<file path="src/rtl/serial_cmp_pkg.sv">
// Shared definitions for the bit-serial magnitude comparator: FSM encoding and
// counter sizing.
package serial_cmp_pkg;

   typedef enum logic [1:0] {
      IDLE  = 2'd0,
      SHIFT = 2'd1,
      DONE  = 2'd2
   } state_t;

   // Bit-counter width: max(1, clog2(n)), so N=1 still gets a 1-bit counter.
   function automatic int cnt_width(input int n);
      int w;
      w = $clog2(n);
      return (w < 1) ? 1 : w;
   endfunction

endpackage

</file>
<file path="src/rtl/bit_compare_cell.sv">
// One-bit unsigned compare cell: the only compare logic in the serial comparator.
module bit_compare_cell (
   input  logic a,
   input  logic b,
   output logic lt,
   output logic gt,
   output logic eq
);

   assign lt = ~a & b;
   assign gt = a & ~b;
   assign eq = ~(a ^ b);

endmodule

</file>
<file path="src/rtl/serial_comparator_nbits.sv">
// Bit-serial N-bit unsigned comparator, MSB first, with start/busy/done framing.
// Define SERIAL_CMP_EARLY_EXIT_EN to finish right after the first differing bit.
module serial_comparator_nbits
   import serial_cmp_pkg::*;
#(
   parameter int N = 8
) (
   input  logic         CLOCK_50,
   input  logic         RESET_InHigh,
   input  logic         start_in,
   input  logic [N-1:0] A_in,
   input  logic [N-1:0] B_in,
   output logic         busy_out,
   output logic         done_out,
   output logic         AeqB,
   output logic         AgrtB,
   output logic         AlwrB
);

   localparam int CNT_W = cnt_width(N);
   localparam logic [CNT_W-1:0] CNT_LAST = CNT_W'(N - 1);

   state_t           state;
   state_t           next_state;
   logic [N-1:0]     a_sh;
   logic [N-1:0]     b_sh;
   logic [CNT_W-1:0] cnt;
   logic             lt_acc;
   logic             gt_acc;
   logic             lt_next;
   logic             gt_next;
   logic             cell_lt;
   logic             cell_gt;
   logic             cell_eq;

   bit_compare_cell u_cell (
      .a  (a_sh[N-1]),
      .b  (b_sh[N-1]),
      .lt (cell_lt),
      .gt (cell_gt),
      .eq (cell_eq)
   );

   // First differing bit decides; once a flag is latched later bits are ignored.
   always_comb begin
      lt_next = lt_acc;
      gt_next = gt_acc;
      if (state == SHIFT && !lt_acc && !gt_acc && !cell_eq) begin
         lt_next = cell_lt;
         gt_next = cell_gt;
      end else begin
         lt_next = lt_acc;
         gt_next = gt_acc;
      end
   end

   // Next-state logic.
   always_comb begin
      next_state = state;
      case (state)
         IDLE: begin
            if (start_in) next_state = SHIFT;
            else          next_state = IDLE;
         end
         SHIFT: begin
`ifdef SERIAL_CMP_EARLY_EXIT_EN
            if (cnt == '0 || lt_next || gt_next) next_state = DONE;
            else                                 next_state = SHIFT;
`else
            if (cnt == '0) next_state = DONE;
            else           next_state = SHIFT;
`endif
         end
         DONE:    next_state = IDLE;
         default: next_state = IDLE;
      endcase
   end

   // State register.
   always_ff @(posedge CLOCK_50) begin
      if (RESET_InHigh) state <= IDLE;
      else              state <= next_state;
   end

   // Operand shift registers, bit counter and lt/gt accumulators.
   always_ff @(posedge CLOCK_50) begin
      if (RESET_InHigh) begin
         a_sh   <= '0;
         b_sh   <= '0;
         cnt    <= '0;
         lt_acc <= 1'b0;
         gt_acc <= 1'b0;
      end else begin
         case (state)
            IDLE: begin
               if (start_in) begin
                  a_sh   <= A_in;
                  b_sh   <= B_in;
                  cnt    <= CNT_LAST;
                  lt_acc <= 1'b0;
                  gt_acc <= 1'b0;
               end
            end
            SHIFT: begin
               a_sh   <= a_sh << 1;
               b_sh   <= b_sh << 1;
               if (cnt != '0) cnt <= cnt - CNT_W'(1);
               lt_acc <= lt_next;
               gt_acc <= gt_next;
            end
            default: begin
               a_sh <= a_sh;
            end
         endcase
      end
   end

   // Registered handshake and verdict, decoded from the upcoming state so the
   // verdict is already valid in the DONE cycle.
   always_ff @(posedge CLOCK_50) begin
      if (RESET_InHigh) begin
         busy_out <= 1'b0;
         done_out <= 1'b0;
         AeqB     <= 1'b0;
         AgrtB    <= 1'b0;
         AlwrB    <= 1'b0;
      end else begin
         busy_out <= (next_state != IDLE);
         done_out <= (next_state == DONE);
         if (next_state == DONE) begin
            AeqB  <= ~(lt_next | gt_next);
            AgrtB <= gt_next;
            AlwrB <= lt_next;
         end
      end
   end

endmodule

</file>
<file path="config.mk">
export PLATFORM = sky130hd
export DESIGN_NAME = serial_comparator_nbits
export DESIGN_NICKNAME = d
export VERILOG_FILES = /design/src/rtl/serial_cmp_pkg.sv /design/src/rtl/bit_compare_cell.sv /design/src/rtl/serial_comparator_nbits.sv
export SDC_FILE = /design/constraint.sdc
export NUM_CORES = 1
export LEC_CHECK = 0
export CAP_MARGIN = 10
export CORE_MARGIN = 2
export CORE_UTILIZATION = 30
export DETAILED_ROUTE_END_ITERATION = 7
export PLACE_DENSITY = 0.49
export SYNTH_ARGS = -nofsm -noshare
export SYNTH_HDL_FRONTEND = slang
export SYNTH_SLANG_ARGS = --single-unit
</file>
<file path="constraint.sdc">
create_clock -name CLOCK_50 -period 1.9 [get_ports CLOCK_50]
set_clock_uncertainty 0.2 [all_clocks]
set_input_delay 0.38 -clock CLOCK_50 [delete_from_list [all_inputs] [get_ports CLOCK_50]]
set_output_delay 0.38 -clock CLOCK_50 [all_outputs]
set_load 0.02 [all_outputs]
</file>
* After elaboration in Yosys (flattened, before gate mapping)
Index checks and enable logic that the tools add are counted.
Storage, ports and cells: input port bits 19, bits in latches 0, memory bits (writable) 0, memories kept 0, output and inout bits 5, ROM bits 0, flip-flop bits (word level) 28
Cells by class: magnitude comparators 0, $add $sub $neg 1, div/mod/pow operators 0, $mul 0, bitwise operators 7, equal/unequal tests 4, reductions and logical operators 12, multiplexer cells 15, shift operators 0
Operators by type and width (count):
- 8-bit one-hot mux with 2 select lines | 2
- 8-bit 2-to-1 mux | 2
- 3-bit 2-to-1 mux | 2
- 3-bit one-hot mux with 2 select lines | 1
- 1-bit 2-to-1 mux | 4
- 1-bit one-hot mux with 2 select lines | 2
- 2-bit one-hot mux with 2 select lines | 1
- 2-bit nonzero test | 2
- 1-bit logical AND | 3
- 3-bit logical NOT | 1
- 1-bit NOT | 3
- 3-bit AND reduction | 1
- 3-bit nonzero test | 1
- 3-bit by 1-bit subtractor with 3-bit output, second input constant | 1
- 1-bit AND | 2
- 2-bit by 1-bit equality test with 1-bit output, second input constant | 1
- 2-bit equality test, second input constant | 1
- 1-bit logical NOT | 2
- 2-bit logical NOT | 1
- 2-bit 2-to-1 mux | 1
- 2-bit by 1-bit inequality test with 1-bit output, second input constant | 1
- 2-bit inequality test, second input constant | 1
- 2-bit AND reduction | 1
- 1-bit bitwise OR | 1
- 1-bit XOR | 1

* Depth between registers and ports, before layout
Gate-level depths: netlist (run 1).
depth after elaboration 7, mapped depth 7

* Hierarchy
Synthesis (run 1) repeated with hierarchy kept, for this count alone.
Unflattened totals: cell total of the unflattened synthesis 145, area total of the unflattened synthesis 1296.2 sq um
Modules (own cells, without submodules):
- serial_comparator_nbits | cells each 141, instances 1, area each 1263.7 sq um
- bit_compare_cell | cells each 4, instances 1, area each 32.5 sq um

* Worst setup path before layout (run 1)
Ideal clock, no wire load.
kind reg-to-reg, from reg cnt[0], to reg cnt[1], period minus slack after synthesis 1.569 ns, arrival 1.274 ns, data required time 1.605 ns, stages on the path, launching flop included 7, slack 0.331 ns, buffers on the path 0, cells stage by stage dfxtp_1 > inv_1 > ha_1 > ha_1 > nor3b_2 > nor2_2 > a221oi_1
On the way: word-level cells in the longest chain between the ends 3, elaborated cells between the ends (all ways) 6, classes of those cells 1 x add/sub; 1 x eq/ne; 2 x mux; 2 x reduce/logical
RTL lines:
- start: declaration | RTL line serial_comparator_nbits.sv:27 | logic [CNT_W-1:0] cnt;
- start signal: assignment | RTL line serial_comparator_nbits.sv:107 | if (cnt != '0) cnt <= cnt - CNT_W'(1);
- 3-bit by 1-bit subtractor with 3-bit output or 3-bit nonzero test (tied branches) | RTL line serial_comparator_nbits.sv:107
- 3-bit 2-to-1 mux or 2-bit by 1-bit inequality test with 1-bit output (tied branches)
- 3-bit one-hot mux with 2 select lines or 3-bit AND reduction (tied branches)
Parallel ways exist; a longest one is shown, timed or not. The select of a mux whose other input is x is not followed. A chain may end at the register's enable or synchronous reset.

* Worst setup path after layout (run 1)
from reg AlwrB, to out AlwrB
RTL lines:
- start: declaration | RTL line serial_comparator_nbits.sv:17 | output logic AlwrB
- start signal: assignment | RTL line serial_comparator_nbits.sv:133 | AlwrB <= lt_next;
No word-level cell between the ends.

==> results of run 1 <==
cells in the mapped netlist:
| library cell | n |
|---|---|
| a211oi_1 | 2 |
| a211oi_2 | 14 |
| a21o_1 | 1 |
| a21oi_1 | 1 |
| a221oi_1 | 2 |
| a22oi_1 | 2 |
| a31o_1 | 1 |
| a31oi_1 | 2 |
| and3b_1 | 1 |
| buf_2 | 3 |
| buf_4 | 1 |
| buf_6 | 3 |
| buf_8 | 1 |
| clkbuf_1 | 1 |
| dfxtp_1 | 28 |
| ha_1 | 4 |
| inv_1 | 7 |
| mux2i_1 | 14 |
| nor2_1 | 20 |
| nor2_2 | 1 |
| nor2b_1 | 2 |
| nor3_1 | 3 |
| nor3b_1 | 1 |
| nor3b_2 | 3 |
| o21ai_0 | 1 |
| o21ba_2 | 1 |
| o21bai_1 | 1 |
per-stage QoR:
step | util | worst slack, ns | cell area (um^2)
floorplan | - | 0.331 | 1290
global placement | 0.387 | 0.144 | 1580
detailed placement | 0.387 | 0.133 | 1580
CTS | 0.397 | 0.0873 | 1620
global route | 0.397 | 0.0185 | 1620
finish | 0.397 | 0.103 | 1620
final timing paths:
kind	slack [ns]	endpoint	start	depth (start not counted)
setup / recovery	0.10	AlwrB	AlwrB	1
setup reg to reg	0.17	cnt[2]	cnt[0]	6
hold reg to reg	0.28	cnt[2]	cnt[2]	2
hold / removal	0.28	cnt[2]	cnt[2]	2
per-layer routing:
metal	global-route usage	part of all wire	vias to the layer above
li1	-	-	475
met1	0.129	0.50	416
met2	0.168	0.45	15
met3	0.0262	0.041	2
met4	0.0192	0.0026	0
met5	0	0	-
state kept, by name, indices dropped and copies added, names as in the netlist:
register  count
cnt           3
gt_acc        1
busy_out      1
b_sh          8
state         2
AeqB          1
done_out      1
lt_acc        1
AlwrB         1
AgrtB         1
a_sh          8
cells by family (layout without fill, tap and decap cells):
group / Yosys count / count (layout) / synth area share
flip-flops: 28 / 28 / 0.433
multiplexers: 14 / 14 / 0.108
adder cells (fa/ha/maj): 4 / 4 / 0.0387
AO/OA/AOI/OAI: 28 / 28 / 0.216
AND/OR/NAND/NOR: 31 / 31 / 0.126
buffers and inverters: 16 / 39 / 0.0783
layout make-up:
type / count / area (um^2)
Fill cell: 404 / 2460
Clock buffer: 3 / 41.3
Tap cell: 50 / 62.6
Multi-Input combinational cell: 77 / 632
Timing Repair Buffer: 29 / 300
Inverter: 7 / 26.3
Sequential cell: 28 / 561
report_power, final:
part / switching (W) / leakage, nW / internal [W]
sequential: 0.0000351 / 0.231 / 0.000649
combinational: 0.000162 / 0.350 / 0.000174
clock: 0.000168 / 0.0216 / 0.000142
total: 0.000365 / 0.603 / 0.000965
==> reports/metrics.cfg, run 1 <==
[logic_synthesis]
syn-mean-instance-area_um2=10.7
ys_ff_latch=28
yosysWarnings=0
synth_fp_nets=144
synth_cell_types=27
syn_inst=121
synth_top_area_frac=0.433
seq_area_frac_synth=0.433
syn_area_mm2=0.00129
yosys.area.top_type=dfxtp_1
synth.area.top_cells=dfxtp_1 43%, a211oi_2 14%, mux2i_1 11%, nor2_1 5.8%, ha_1 3.9%

[final_layout]
layout.nets=169
fin_cells=194
drive_gt1_frac=0.194
mostFrequentLayoutCell=dfxtp_1
synthToLayoutAreaGrowth_pct=25.4
antenna_cells=0
layout_common_cells=28 x dfxtp_1, 23 x clkdlybuf4s50_1, 20 x nor2_1, 14 x mux2i_1, 14 x a211oi_2

[clock_tree]
cts.sink_count=28
clockRootBuffer=clkbuf_8
clockBufferDepth=2
cts_setup_buffers=0
path_clk_slew_ns=0.09
numCtsBuffers=3
insertion_delay_ns=0.26
postCtsHoldBufs=0
htreeDepth=1
cts_tree=done
ctsResizeCount=0

[drt]
wl_per_cell_um=11.8
routed_wl_um=2290
vias=908
ant_nets=0
drcViolationCount=0
via_per_inst=4.68
drt-pass1-iter-count=3
drt_first_iter_violations=23

[worst_setup_path]
crit_slowest_cell=clkdlybuf4s50_1
end_kind=primary output
crit_chain=clkdlybuf4s50_1
critical-path-max-stage-delay_ns=0.61
cp-start-kind=flip-flop
cp.arrival_ns=1.22
cp_max_fo=2
critPathKind=reg -> out
cp_top_family=buffers and inverters
cp_data_required_time_ns=1.32
critPathBufInv=1

[timing]
finalSetupViolations=0
setup_tns_ns=0
tightest_slew_ns=0.317
fmax_mhz=556
rsz0062_at_grt=false
fin_crit_sh=0.946
max-slew-margin-rel=0.788
hold_viol_final=0
holdWs_ns=0.279
fin_crit_ns=1.80
slew_viol_final=0

[place]
dpl.hpwl_um=1720
port_buffers=23
placed_cells=191
gp_congestion=0.658

[outcome]
status=finished clean

[grt]
grt_overflow_total=0
antenna_found_initial=0
grt_max_degree=29
grt_pass1_wl_um=4080
grt_pass1_vias=930
grt.total_usage=0.0996

[floorplanning]
fp.dieArea_mm2=0.00485
core_mm2=0.00409
die_w_um=69.7
initial_core_util=0.317
ios=24
die_y_um=69.7
core.rowCount=23

[power_and_ir_drop]
total_power_w=0.00133
p_leak_nw=0.603
peakVddDrop_mv=0.426
pwr_density_cell_mw_per_mm2=820

[worst_hold_path]
hp-class=reg -> reg

[flow_run]
drv_cap=0

Power figures use the tool's default switching activity.
==> run 2: changes to the inputs <==
==> constraint.sdc (replaced) <==
create_clock -name CLOCK_50 -period 1.9 [get_ports CLOCK_50]
set_clock_uncertainty 0.2 [all_clocks]
set_input_delay 0.57 -clock CLOCK_50 [delete_from_list [all_inputs] [get_ports CLOCK_50]]
set_output_delay 0.57 -clock CLOCK_50 [all_outputs]
set_load 0.02 [all_outputs]
==> run 2 against run 1 <==
Core utilization barely moved. Maximum frequency rose by 4.2%. First-iteration DRC count fell by 43%. Global-route usage rose by 0.066 points. Worst hold slack improved by 0.0062 ns. Via count rose by 0.33%. Final area barely moved. Cell count rose by 0.52%. Worst setup slack improved by 0.073 ns. Clock power rose by 1%. Die area did not move. Highest routed layer unchanged.
==> reports/metrics.cfg, run 2 (synthesized netlist as in run 1, its figures left out) <==
[timing]
setup_tns_ns=0
fin_crit_sh=0.908
fmax_mhz=580
rsz0062_at_grt=false
max-slew-margin-rel=0.801
finalSetupViolations=0
hold_viol_final=0
tightest_slew_ns=0.298
fin_crit_ns=1.72
setup_ws_ns=0.176
slew_viol_final=0

[drt]
vias=911
drt-pass1-iter-count=2
via_per_inst=4.67
ant_nets=0
drt_first_iter_violations=13
routed_wl_um=2270
drcViolationCount=0
wl_per_cell_um=11.6

[final_layout]
synthToLayoutAreaGrowth_pct=25.5
mostFrequentLayoutCell=dfxtp_1
num-fill-cells=422
antenna_cells=0
drive_gt1_frac=0.200
reg_top3=a_sh (8), b_sh (8), cnt (3)
layout.nets=170
layout_common_cells=28 x dfxtp_1, 20 x nor2_1, 18 x clkdlybuf4s50_1, 14 x mux2i_1, 14 x a211oi_2

[floorplanning]
fp.dieArea_mm2=0.00485
die_w_um=69.7
die_y_um=69.7
initial_core_util=0.317
core.rowCount=23
ios=24
core_mm2=0.00409

[clock_tree]
postCtsHoldBufs=0
cts.sink_count=28
numCtsBuffers=3
cts_tree=done
ctsResizeCount=5
clockRootBuffer=clkbuf_8
htreeDepth=1
clockBufferDepth=2
insertion_delay_ns=0.27
path_clk_slew_ns=0.09
cts_setup_buffers=0

[place]
port_buffers=23
pre_cts_ws_ns=-0.0538
dpl.hpwl_um=1700
gp_congestion=0.659

[worst_setup_path]
cp.arrival_ns=1.70
end_kind=flip-flop
worstRegToRegCells=6
r2r_setup_slack_ns=0.18
cp-start-kind=flip-flop
cp_max_fo=4
critPathKind=reg -> reg
cp_data_required_time_ns=1.88
r2r_start=cnt[0]
rr_endpoint=cnt[1]

[grt]
grt_max_degree=21
grt_pass1_vias=932
grt.total_usage=0.100
antenna_found_initial=0
grt_pass1_wl_um=4030
grt_overflow_total=0

[power_and_ir_drop]
peakVddDrop_mv=0.570
pwr_density_cell_mw_per_mm2=820
p_leak_nw=0.628
total_power_w=0.00133

[worst_hold_path]
min_to=cnt[2]
hp-class=reg -> reg
whs_path_depth=2
hold_start=cnt[2]

[outcome]
status=finished clean

[flow_run]
drv_cap=0

[run 2: where the power goes]
group / switching (W) / total (W) / internal [W]
registers: 0.0000337 / 0.000683 / 0.000649
clock network: 0.000172 / 0.000314 / 0.000142
logic: 0.000162 / 0.000335 / 0.000172
[run 2: layout make-up]
cell class | instances | area, um^2 | share of cell area
flip-flops and latches | 28 | 561 | 0.345
clock buffers | 3 | 41.3 | 0.0254
well taps | 50 | 62.6 | 0.0385
multi-input cells | 77 | 632 | 0.389
repair buffers | 30 | 302 | 0.186
inverters | 7 | 26.3 | 0.0162
[run 2: stage by stage]
step	std cells	utilization	cell area, um^2	hold slack, ns
final	195	0.397	1620	0.285
after detailed placement	192	0.389	1590	0.272
after floorplan	121	-	1290	0.247
after global placement	192	0.389	1590	0.257
after CTS	195	0.397	1620	0.288
after global routing	195	0.397	1620	0.313
[run 2: worst max-delay path, stage by stage, from the launching register on]
cell	delay, ns
dfxtp_1	0.34
inv_1	0.06
ha_1	0.20
ha_1	0.20
nor3b_2	0.29
nor2_2	0.11
a221oi_1	0.24
[run 2: worst max-delay path by stage]
stage              from      end  slack (ns)  cells after the start
2_1_floorplan    cnt[0]   cnt[1]        0.33                      6
3_3_place_gp   start_in  b_sh[4]       -0.04                      5
3_5_place_dp   start_in  a_sh[2]       -0.05                      5
4_1_cts          cnt[0]   cnt[1]        0.15                      6
5_1_grt          cnt[0]   cnt[2]        0.04                      6
6_report         cnt[0]   cnt[1]        0.18                      6
[run 2: metal layers]
metal | GRT usage | wire [um] | up-vias
met5 | 0 | 0 | -
met4 | 0.0128 | 14 | 0
met3 | 0.0392 | 123 | 2
met2 | 0.169 | 1040 | 18
met1 | 0.125 | 1090 | 413
li1 | - | - | 478
==> variant 1: new RTL, flow settings as in run 1 <==
Make the reset (`RESET_InHigh`) asynchronous in 3 clocked blocks.
--- a/src/rtl/serial_comparator_nbits.sv
+++ b/src/rtl/serial_comparator_nbits.sv
@@ -78,5 +78,5 @@
 
    // State register.
-   always_ff @(posedge CLOCK_50) begin
+   always_ff @(posedge CLOCK_50 or posedge RESET_InHigh) begin
       if (RESET_InHigh) state <= IDLE;
       else              state <= next_state;
@@ -84,5 +84,5 @@
 
    // Operand shift registers, bit counter and lt/gt accumulators.
-   always_ff @(posedge CLOCK_50) begin
+   always_ff @(posedge CLOCK_50 or posedge RESET_InHigh) begin
       if (RESET_InHigh) begin
          a_sh   <= '0;
@@ -118,5 +118,5 @@
    // Registered handshake and verdict, decoded from the upcoming state so the
    // verdict is already valid in the DONE cycle.
-   always_ff @(posedge CLOCK_50) begin
+   always_ff @(posedge CLOCK_50 or posedge RESET_InHigh) begin
       if (RESET_InHigh) begin
          busy_out <= 1'b0;
Behaviour: differs if RESET_InHigh is asserted again (counterexample within 4 cycles, from zero or initial values and one cycle with RESET_InHigh high); with RESET_InHigh held inactive, the same outputs for 10 cycles.
==> variant 1 against run 1 <==
- worst setup slack worse by 19 ps
- sequential share of layout area up 7.5 points
- sequential cell count stayed put
- critical path depth stayed put
- synthesized area up 1.7%
- design area increased by 2.6%
- wire length grew 4.9%
Power is not compared: it rests on default switching activity, and its combinational part moved more than twofold at a synthesized area within 25%.
==> variant 1: results (changes against run 1) <==
Outcome
  – Status: finished clean

Drt
  – Via density per instance: 4.710 (+0.63%)
  – Router iterations before antenna repair: 4 (+1)
  – DRT iter0 DRCs: 71 (+210%)
  – Final Routed Wirelength: 2.406 mm (+4.9%)
  – Vias: 942 (+3.7%)

CTS
  – Root buffer cell: clkbuf_8
  – Post-cts gate resize count: 0 (unchanged)
  – Max clock buf depth: 2 (unchanged)
  – # H-tree levels: 1 (unchanged)
  – Clk slew on worst S/H paths: 90 ps (about the same)
  – Clock Latency Late Sink: 270 ps
  – Setup bufs post-CTS: 0 (unchanged)

Logic synthesis
  – Adder-Cell Fraction of Synth Area: 3.802% (-0.066 points)
  – Top cells by count, synth: 28 x dfrtp_1, 18 x nand2_1, 10 x inv_1, 9 x mux2i_1
  – Mux cell area share after synthesis: 7.700% (-3.1 points)
  – Synthesized Nets: 146 (+1.4%)
  – Xor and xnor area share after synthesis: 0% (unchanged)
  – Synth Area in Compound Gates: 17.21% (-4.4 points)
  – Synth top area cells: dfrtp_1 53%, mux2i_1 6.8%, nand2_1 5.1%
  – Ys Warns: 0 (unchanged)
  – Unique masters post-synth: 24 (-11%)
  – Async S/R FF share, synth: 100.0% (+100 points)
  – Syn_area_per_cell: 10.70 µm² (about the same)
  – Synth Flop Type: dfrtp_1
  – Sequential area share after synthesis: 53.23% (+9.9 points)

Layout
  – Fraction of layout cells with a size suffix above 1: 8.784% (-11 points)
  – Largest registers: a_sh (8), b_sh (8), cnt (3)
  – Fillers: 432 (+6.9%)
  – Nets: 172 (+1.8%)

Worst setup path
  – RR Startpoint: cnt[0]
  – Worst reg-to-reg path cell count: 6 (unchanged)
  – Worst R2R Setup Slack: 160 ps
  – Arrival @ worst endpoint: 1240 ps (+20 ps)
  – Crit path max-delay cell type: clkdlybuf4s50_1
  – Critical R2R Capture: cnt[0]
  – Critical path peak fanout: 2 (unchanged)
  – Top delay family on crit path: buffers and inverters

STA
  – Slew headroom: 69.54% (-9.3 points)
  – Worst hold slack: 259.0 ps (-20.10 ps)

Min path
  – HP Class: input pin to async pin

Global routing
  – Largest net degree at the start of global routing: 29 (unchanged)
  – Vias in the first global route: 1,012 (+8.8%)
  – Overall global routing resource usage: 11.03% (+1.1 points)
  – First-pass GRT wire length: 4.381 mm (+7.3%)
  – Initial antenna violation count: 0 (unchanged)

Place
  – DP Area: 1610 µm² (+1.8%)
  – PortBufs: 23 (unchanged)
  – DP HPWL: 1.744 mm (+1.2%)
  – Gpl congestion: 0.7884 (+20%)
  – Dpl ws: 1.673 ps (-131.2 ps)
  – Placed instance count: 196 (+2.6%)

Power
  – Leak Pwr: 0.7690 nW
-- variant 1: cell types whose count changed in the layout (fill, tap and decap cells not counted), sizes merged, moves of 3 or more --
cell | before | now
dfxtp | 28 | 0
a211oi | 16 | 0
inv | 7 | 10
a21oi | 1 | 5
dfrtp | 0 | 28
mux2i | 14 | 9
a22oi | 2 | 8
nor2 | 21 | 5
nor3 | 3 | 0
nand2 | 0 | 18
o21ai | 1 | 16
-- variant 1: worst max path at each step --
stage / from / endpoint / slack (ps) / cells past startpoint
floorplan: cnt[0] / cnt[0] / 330 / 6
global placement: start_in / b_sh[6] / 100 / 4
detailed placement: start_in / b_sh[5] / 2 / 4
CTS: AlwrB / AlwrB / 70 / 1
global route: AlwrB / AlwrB / 30 / 1
finish: AeqB / AeqB / 80 / 1
-- variant 1: report_power, final --
group | switching (W) | total, W | leakage [nW] | internal [W]
registers | 0.000138 | 0.000945 | 0.357 | 0.000806
logic | 0.000444 | 0.000873 | 0.383 | 0.000429
clock network | 0.000179 | 0.000365 | 0.0288 | 0.000186
total | 0.000762 | 0.00218 | 0.769 | 0.00142
-- variant 1: worst register-to-register path: stages (launching register included) --
cell	delay, ps
dfrtp_1	400
inv_1	80
ha_1	150
ha_1	300
nor2_1	110
mux2_2	280
a22oi_1	140
-- variant 1: metal layers --
metal,global-route usage (%),up-vias,routed length (µm)
li1,-,473,-
met1,14.29,443,1136
met2,18.13,21,1121
met3,2.020,5,104
met4,4.487,0,44
met5,0,-,0
-- variant 1: final cells by class --
type	count	area [µm²]	share of cell area (%)
multi-input cells	78	526.8	31.63
flip-flops and latches	28	700.7	42.07
inverters	10	37.54	2.254
clock buffers	4	55.05	3.306
repair buffers	28	280.3	16.83
well taps	52	65.06	3.907
==> variant 2: new RTL, config.mk and constraints of run 1 <==
Without the edit above. Add a define of `SERIAL_CMP_EARLY_EXIT_EN`.
--- a/src/rtl/serial_comparator_nbits.sv
+++ b/src/rtl/serial_comparator_nbits.sv
@@ -1,4 +1,6 @@
 // Bit-serial N-bit unsigned comparator, MSB first, with start/busy/done framing.
 // Define SERIAL_CMP_EARLY_EXIT_EN to finish right after the first differing bit.
+`define SERIAL_CMP_EARLY_EXIT_EN
+
 module serial_comparator_nbits
    import serial_cmp_pkg::*;
Function: changed (a bounded check fails within 4 cycles, from zero or initial values and one cycle with RESET_InHigh high).
==> variant 2 against run 1 <==
- wire length is 45% higher
- synthesized cell count grew 25%
- total power grew 24%
- largest cell class unchanged
- maximum frequency down 2.4%
- design area rose by 11%
- worst hold slack gained 15 ps
- worst setup slack lost 44 ps
- sequential cell count stayed put
- synthesized area rose by 7.4%
==> variant 2: results (changes against run 1) <==
Logic synthesis
  – Synth top area cells: dfxtp_1 40%, a211oi_2 6.3%, nor2_1 4.9%
  – Unique masters post-synth: 37 (+37%)
  – Synthesized Nets: 174 (+21%)
  – Sequential area share after synthesis: 40.36% (-3.0 points)
  – Top cells by count, synth: 28 x dfxtp_1, 18 x nor2_1, 14 x nand2_1, 11 x a21oi_1

Place
  – Gpl congestion: 0.8535 (+30%)
  – Dpl ws: -32.01 ps (-164.9 ps)
  – DP HPWL: 2.463 mm (+43%)

Outcome
  – Status: finished clean

Layout
  – Fraction of layout cells with a size suffix above 1: 23.08% (+3.6 points)
  – Nets: 207 (+22%)
  – Fillers: 435 (+7.7%)

Global routing
  – Overall global routing resource usage: 13.89% (+3.9 points)
  – First-pass GRT wire length: 5.678 mm (+39%)
  – Largest net degree at the start of global routing: 16 (-45%)

Worst setup path
  – Arrival @ worst endpoint: 1260 ps (+40 ps)
  – Top delay family on crit path: buffers and inverters
  – Slowest stage delay, CP: 620 ps
  – Critical path peak fanout: 3 (+1)

CTS
  – Post-cts gate resize count: 0 (unchanged)
  – Clock Latency Late Sink: 270 ps
  – Setup bufs post-CTS: 0 (unchanged)
  – # H-tree levels: 1 (unchanged)
  – Max clock buf depth: 2 (unchanged)

Power
  – VDD IR max: 0.4970 mV (+17%)
  – Leak Pwr: 0.6950 nW (+15%)

Drt
  – Via density per instance: 5.051 (+7.9%)
  – Router iterations before antenna repair: 4 (+1)
  – Final Routed Wirelength: 3.326 mm (+45%)
  – DRT iter0 DRCs: 75 (+230%)

Min path
  – HP Class: flop to flop

STA
  – Transition time of the tightest slew-check pin: 347.4 ps (+30.50 ps)
variant 2: changes by cell type after synthesis, moves of 5 or more:
cell | before | now
mux2i_1 | 14 | 1
a211oi_2 | 14 | 7
a21oi_1 | 1 | 11
nand2_1 | 0 | 14
a21oi_2 | 0 | 7
nand2b_1 | 0 | 5
variant 2: final timing paths:
path	start	endpoint	slack (ps)	depth (start not counted)
max	AgrtB	AgrtB	60	1
max reg2reg	b_sh[7]	AlwrB	100	5
min reg2reg	cnt[1]	cnt[1]	290	2
min	cnt[1]	cnt[1]	290	2
variant 2: power breakdown:
group          total, W  leakage [nW]  switching [W]  internal (W)
registers      0.000721         0.231      0.0000531      0.000668
logic          0.000606         0.442       0.000321      0.000284
clock network  0.000326        0.0216       0.000183      0.000143
variant 2: tightest hold or removal path, cell delays in order (launching register included):
cell and delay [ps]:
dfxtp_1 310, inv_1 90, a21oi_1 70
variant 2: layout make-up:
class | instances | share of cell area, %
multi-input cells | 106 | 40.58
flip-flops and latches | 28 | 31.03
repair buffers | 38 | 21.05
well taps | 52 | 3.601
clock buffers | 3 | 2.285
inverters | 7 | 1.454
variant 2: logic make-up after synthesis:
logic type / share of synthesized area [%]
adder cells (fa/ha/maj): 3.604
multiplexers: 0.7207
flip-flops: 40.36
buffers and inverters: 7.568
AO/OA/AOI/OAI: 29.55
AND/OR/NAND/NOR: 18.20
variant 2: per-stage QoR:
step | area, µm² | power, W | instances
2_1_floorplan | 1389 | 0.001143 | 151
3_3_place_gp | 1755 | 0.001327 | 231
3_5_place_dp | 1755 | 0.001339 | 231
4_1_cts | 1797 | 0.001670 | 234
5_1_grt | 1807 | 0.001772 | 234
6_report | 1807 | 0.001652 | 234
variant 2: routing by layer:
| metal | routed length [µm] | global-route usage (%) | share of wire, % | up-vias |
|---|---|---|---|---|
| li1 | - | - | - | 598 |
| met1 | 1623 | 18.18 | 49 | 554 |
| met2 | 1539 | 23.05 | 46 | 23 |
| met3 | 111 | 2.222 | 3.3 | 7 |
| met4 | 52 | 5.241 | 1.6 | 0 |
| met5 | 0 | 0 | 0 | - |
